`src/rtl/mod_unit.sv`:
```
// Iterative unsigned remainder unit (alu_src1 % alu_src2) for ALU mux input 7.
// Restoring shift-subtract, one quotient bit per clock; quotient itself is discarded.
//
// state | meaning
// ------+-----------------------------------------------------------------
// IDLE  | waiting for start; outputs hold last result
// CALC  | iterating, one shift-subtract step per edge, busy high
// DONE  | result valid, done high for one cycle; start here is accepted
module mod_unit #(
    parameter int WIDTH = 32
) (
    input  logic             clk,
    input  logic             rst_n,
    input  logic             start,
    input  logic [WIDTH-1:0] alu_src1,
    input  logic [WIDTH-1:0] alu_src2,
    output logic [WIDTH-1:0] mod_res,
    output logic             busy,
    output logic             done,
    output logic             div_zero
);

    localparam int CNT_W = $clog2(WIDTH + 1);
    localparam logic [CNT_W-1:0] LAST_ITER = CNT_W'(WIDTH - 1);

    typedef enum logic [1:0] {
        ST_IDLE,
        ST_CALC,
        ST_DONE
    } state_t;

    state_t           state;
    logic [WIDTH-1:0] rem_q;
    logic [WIDTH-1:0] quo_q;
    logic [WIDTH-1:0] divisor_q;
    logic [CNT_W-1:0] count_q;

    logic [WIDTH:0]   rem_shift;
    logic [WIDTH:0]   rem_diff;
    logic             rem_fits;
    logic [WIDTH-1:0] rem_next;
    logic [WIDTH-1:0] quo_next;

    // The restored remainder is always below the divisor, so it fits in WIDTH
    // bits; only the shifted trial value needs the extra bit. The borrow out of
    // the WIDTH+1 bit subtraction is exactly the "R < divisor" condition.
    always_comb begin
        rem_shift = {rem_q, quo_q[WIDTH-1]};
        rem_diff  = rem_shift - {1'b0, divisor_q};
        rem_fits  = ~rem_diff[WIDTH];
        rem_next  = rem_fits ? rem_diff[WIDTH-1:0] : rem_shift[WIDTH-1:0];
        quo_next  = {quo_q[WIDTH-2:0], rem_fits};
    end

    always_ff @(posedge clk or negedge rst_n) begin
        if (!rst_n) begin
            state     <= ST_IDLE;
            rem_q     <= '0;
            quo_q     <= '0;
            divisor_q <= '0;
            count_q   <= '0;
            mod_res   <= '0;
            div_zero  <= 1'b0;
        end else begin
            case (state)
                ST_IDLE, ST_DONE: begin
                    if (start) begin
                        if (alu_src2 == '0) begin
                            mod_res  <= alu_src1;
                            div_zero <= 1'b1;
                            state    <= ST_DONE;
                        end else begin
                            divisor_q <= alu_src2;
                            quo_q     <= alu_src1;
                            rem_q     <= '0;
                            count_q   <= '0;
                            div_zero  <= 1'b0;
                            state     <= ST_CALC;
                        end
                    end else begin
                        state <= ST_IDLE;
                    end
                end
                ST_CALC: begin
                    rem_q   <= rem_next;
                    quo_q   <= quo_next;
                    count_q <= count_q + CNT_W'(1);
                    if (count_q == LAST_ITER) begin
                        mod_res  <= rem_next;
                        div_zero <= 1'b0;
                        state    <= ST_DONE;
                    end
                end
                default: state <= ST_IDLE;
            endcase
        end
    end

    assign busy = (state == ST_CALC);
    assign done = (state == ST_DONE);

endmodule

```
`config.mk`:
```
export PLATFORM = sky130hd
export DESIGN_NAME = mod_unit
export DESIGN_NICKNAME = d
export VERILOG_FILES = /design/src/rtl/mod_unit.sv
export SDC_FILE = /design/constraint.sdc
export NUM_CORES = 1
export LEC_CHECK = 0
export ABC_CLOCK_PERIOD_IN_PS = 4450
export CAP_MARGIN = 30
export CORE_MARGIN = 2
export CORE_UTILIZATION = 48
export DETAILED_ROUTE_END_ITERATION = 16
export PLACE_DENSITY = 0.71
export SLEW_MARGIN = 25
export SYNTH_ARGS = -nofsm -noshare
export SYNTH_HDL_FRONTEND = slang
export SYNTH_SLANG_ARGS = --single-unit
```
`constraint.sdc`:
```
create_clock -name clk -period 4.45 [get_ports clk]
set_clock_uncertainty 0.2 [all_clocks]
set_input_delay 0.445 -clock clk [delete_from_list [all_inputs] [get_ports clk]]
set_output_delay 0.445 -clock clk [all_outputs]
set_load 0.02 [all_outputs]
```
Yosys cells after proc, flatten, opt, wreduce, memory -nomap -nowiden

Cells that the tools add are included.

Reduce and logical (&&, ||, !) cells: 8
Bitwise gates (word level): 2
Multiplexer cells: 22
Add/sub/neg operators: 2
Eq/ne operators: 7

Operators by type and width:

| kind                                                            | number |
|---|---|
| 32-bit two-way mux                                              | 8 |
| 32-bit case mux with 2 select lines                             | 3 |
| 33-bit by 32-bit subtractor with 33-bit output                  | 1 |
| 32-bit logical NOT                                              | 1 |
| 6-bit two-way mux                                               | 2 |
| 6-bit case mux with 2 select lines                              | 1 |
| 3-bit AND reduction                                             | 3 |
| 6-bit by 1-bit adder with 6-bit output, second input constant   | 1 |
| 6-bit by 5-bit == test with 1-bit output, second input constant | 1 |
| 2-bit two-way mux                                               | 3 |
| 2-bit != test, second input constant                            | 3 |
| 2-bit case mux with 2 select lines                              | 1 |
| 4-bit AND reduction                                             | 1 |
| 1-bit two-way mux                                               | 3 |
| 2-bit by 1-bit == test with 1-bit output, second input constant | 1 |
| 2-bit == test, second input constant                            | 1 |
| 2-bit logical NOT                                               | 1 |
| 2-bit by 1-bit != test with 1-bit output, second input constant | 1 |
| 1-bit inverter                                                  | 2 |
| 1-bit case mux with 2 select lines                              | 1 |
| 2-bit nonzero test                                              | 1 |
| 2-bit OR reduction                                              | 1 |

Logic and storage cells: 48
Flip-flop bits (word level): 137
Input bits: 67

Longest topological paths before layout

Word-level depth: 4
Mapped depth: 14

Worst setup path after synthesis

OpenSTA, ideal clock, no wires.

Path type: register -> register
Start: register quo_q[31]
End: register mod_res[3]
Clock period less this slack: 3.114 ns
Stages on the path, launching flop included: 15
Library setup time: 0.119 ns
Slack: 1.336 ns
Arrival: 2.795 ns
Cells stage by stage: dfrtp_1 inv_1 ha_1 inv_1 fa_1 a211oi_1 o21a_2 a211oi_2 o31ai_4 a21oi_4 xnor2_4 buf_6 mux2i_1 o21ai_1 o21a_1

Word-level cells in the longest chain between the ends: 4

RTL lines:

| element                                        | RTL line | RTL |
|---|---|---|
| start, declared                                | 34       | `logic [WIDTH-1:0] quo_q;` |
| start signal, assigned                         | 74       | `quo_q <= alu_src1;` |
| start signal, assigned                         | 86       | `quo_q <= quo_next;` |
| 33-bit by 32-bit subtractor with 33-bit output | 49       | `rem_diff = rem_shift - {1'b0, divisor_q};` |
| 32-bit two-way mux                             | 51       | `rem_next = rem_fits ? rem_diff[WIDTH-1:0] : rem_shift[WIDTH-1:0];` |
| 32-bit two-way mux                             | 88       | `if (count_q == LAST_ITER) begin` |
| 32-bit case mux with 2 select lines            | 65       | `case (state)` |
| end signal, assigned                           | 69       | `mod_res <= alu_src1;` |
| end signal, assigned                           | 89       | `mod_res <= rem_next;` |
| end, declared                                  | 17       | `output logic [WIDTH-1:0] mod_res,` |

No other way between the ends. The select of a mux whose other input is x is not followed.
A chain may end at the register's enable or synchronous reset.

Final worst setup path

Start: register quo_q[31]
End: register mod_res[13]

The elaborated chain is that of the path after synthesis.

==> flow_metrics.py <==
metrics = {
    "setup_path": {
        "path_max_fanout": 21,
        "cp-end-kind": "flip-flop",
        "r2r_start": "quo_q[31]",
        "required_ns": 4.57,
        "r2r-end": "mod_res[13]",
        "critical_path_class": "reg -> reg",
        "r2r_cells": 14,
        "cp-start-kind": "flip-flop",
        "reg2reg_slack_ns": 0.53,
        "arrival_ns": 4.04,
    },
    "placement": {
        "globalplace.congestion": 0.915,
        "place_hpwl_um": 15300,
        "port_buffers": 101,
    },
    "timing": {
        "rsz0062_at_grt": "false",
        "min_period_ns": 3.92,
        "finalHoldViolCount": 0,
        "fin_tns_setup_ns": 0,
        "tightestPinTransition_ns": 0.857,
        "slew_headroom_pct": 42.8,
        "fin_crit_sh_pct": 88.2,
        "slew_violations": 0,
        "setup_viol": 0,
        "fin_hold_ws_ns": 0.240,
        "fmax_ghz": 0.255,
    },
    "cts": {
        "cts_resized": 0,
        "cts_sinks": 137,
        "post_cts_buffers": 0,
        "cts_buffers": 17,
        "clk_pin_slew_ns": 0.07,
        "cts_tree": "built",
        "ctsHoldBuffers": 1,
        "clk_path_buf_depth": 2,
        "clockRootBuffer": "clkbuf_16",
        "clkLatencyLatePin_ns": 0.43,
        "htree_levels": 4,
    },
    "floorplan": {
        "rows": 47,
        "die_w_um": 133,
        "die_h_um": 133,
        "io_pins": 102,
        "start_util_pct": 48.7,
        "fp.dieArea_um2": 17700,
        "core-area_um2": 16400,
    },
    "routing": {
        "drt-initial-drc-count": 590,
        "vias": 6554,
        "wl_per_cell_um": 17.7,
        "via_per_inst": 5.61,
        "firstDrtPassIters": 5,
        "drt_wl_total_um": 20700,
        "drcViolationCount": 0,
        "ant_nets": 0,
    },
    "global_routing": {
        "gr-total-overflow": 0,
        "gr-usage-met2_pct": 40.0,
        "grtUsageMet3_pct": 4.52,
        "use_met1_pct": 33.0,
        "grt_max_degree": 99,
        "gr-usage-all-layers_pct": 24.5,
        "grt_pass1_vias": 6442,
        "grt_busiest_layer": "met2",
        "grt_first_pass_wirelength_um": 33900,
        "antenna_found_initial": 0,
    },
    "final_layout": {
        "drive_above_1_share_pct": 10.2,
        "fill_cells": 1442,
        "layout_common_cells": "dfrtp_1, clkdlybuf4s50_1, nand2_1, o21ai_0, a21oi_1",
        "diodes": 0,
        "regArea_um2": 3430,
        "finalNetCount": 1037,
        "multi_input_area_um2": 4210,
        "syn_to_final_growth_pct": 22.6,
        "final_common_cell": "dfrtp_1",
    },
    "power": {
        "leakage_nw": 4.44,
        "power_density_nw_per_um2": 964,
        "vdd_drop_max_v": 0.000426,
    },
    "run": {
        "max_cap_viol_count": 0,
    },
    "logic_synthesis": {
        "synth_edf_count": 0,
        "synth_cell_types": 60,
        "postSynthCellCount": 847,
        "netlist.area_leader.share_pct": 42.9,
        "seq_area_frac_synth_pct": 42.9,
        "yosysWarnings": 0,
        "ys_async_sr_fraction_pct": 100,
        "syn_area_um2": 7990,
        "ys_ff_latch": 137,
        "synth_top_area_cell": "dfrtp_1",
        "syn_area_per_cell_um2": 9.44,
        "synthesis.nets": 948,
        "synth.area.top_cells": "dfrtp_1, mux2i_1, o21ai_0, ha_1, mux2_2",
        "ys.flop_type": "dfrtp_1",
    },
    "status": {
        "status": "completed",
    },
    "hold_path": {
        "hp-class": "in -> async",
    },
}
-- layer usage --
metal	share of wire, %	vias to the layer above	wire length [um]
li1	-	3214	-
met1	46	3149	9440
met2	48	157	9950
met3	4.2	34	877
met4	2.2	0	456
met5	0	-	0
-- through the flow --
stage	setup slack, ns	std cells	utilization (%)	instance area [um^2]	power, mW
floorplan	1.34	847	-	7990	6.51
global placement	0.702	1135	56.0	9180	7.95
detailed placement	0.601	1135	56.0	9180	8.03
CTS	0.537	1168	59.6	9770	9.46
global route	0.231	1169	59.7	9800	10.2
finish	0.527	1169	59.7	9800	9.45
-- area by class of cell --
class                      count  area share, %
timing repair buffer         116           11.7
inverter                      43           1.65
sequential                   137           35.0
clock buffer                  17           4.34
tap                          220           2.81
clock inverter                15           1.62
multi-input combinational    621           42.9
-- logic make-up (layout without fill, tap and decap cells) --
logic type | Yosys count | after routing | share of synthesized area [%]
buffers and inverters | 89 | 191 | 4.57
AOI/OAI and AO/OA | 266 | 266 | 20.6
and+or+nand+nor | 208 | 208 | 12.1
DFF | 137 | 137 | 42.9
muxes | 85 | 85 | 11.2
xor gates and xnor gates | 28 | 28 | 3.30
adders and majority gates | 34 | 34 | 5.42
-- critical path, cell delays in order (launching register included) --
cell      delay [ns]
dfrtp_1         0.39
inv_1           0.06
ha_1            0.15
inv_1           0.05
fa_1            0.42
a211oi_1        0.30
o21a_2          0.22
a211oi_2        0.10
o31ai_4         0.30
a21oi_4         0.11
xnor2_4         0.61
buf_4           0.36
mux2i_1         0.31
o21ai_1         0.09
o21a_1          0.14
-- power by group --
group          leakage, nW  internal, mW  switching [mW]
clock                0.275         0.790           0.609
combinational         2.55          2.41            3.34
sequential            1.61          1.86           0.437
total                 4.44          5.07            4.39
-- worst max-delay path by stage --
| stage | startpoint | slack [ns] | depth (start not counted) | to |
|---|---|---|---|---|
| finish | quo_q[31] | 0.53 | 14 | mod_res[13] |
| global route | quo_q[31] | 0.23 | 14 | mod_res[13] |
| CTS | quo_q[31] | 0.54 | 14 | mod_res[13] |
| detailed placement | quo_q[31] | 0.60 | 14 | mod_res[13] |
| global placement | quo_q[31] | 0.70 | 14 | mod_res[12] |
| floorplan | quo_q[31] | 1.34 | 14 | mod_res[3] |
-- Yosys cell counts (10+ instances only) --
library cell and n:
ha_1 33, dfrtp_1 137, xnor2_1 17, nand2_1 95
nor2_1 31, mux2_2 33, o21ai_0 88, clkbuf_1 32
a21o_1 19, buf_2 10, inv_1 43, nand3_1 23
xor2_1 10, mux2i_1 52, o21ai_1 16, a21oi_1 62
o21a_1 18
-- flip-flops by register name, indices dropped and copies added (netlist names) --
signal,flops
state,2
count_q,6
mod_res,32
div_zero,1
rem_q,32
divisor_q,32
quo_q,32
(Power assumes the default switching activity.)
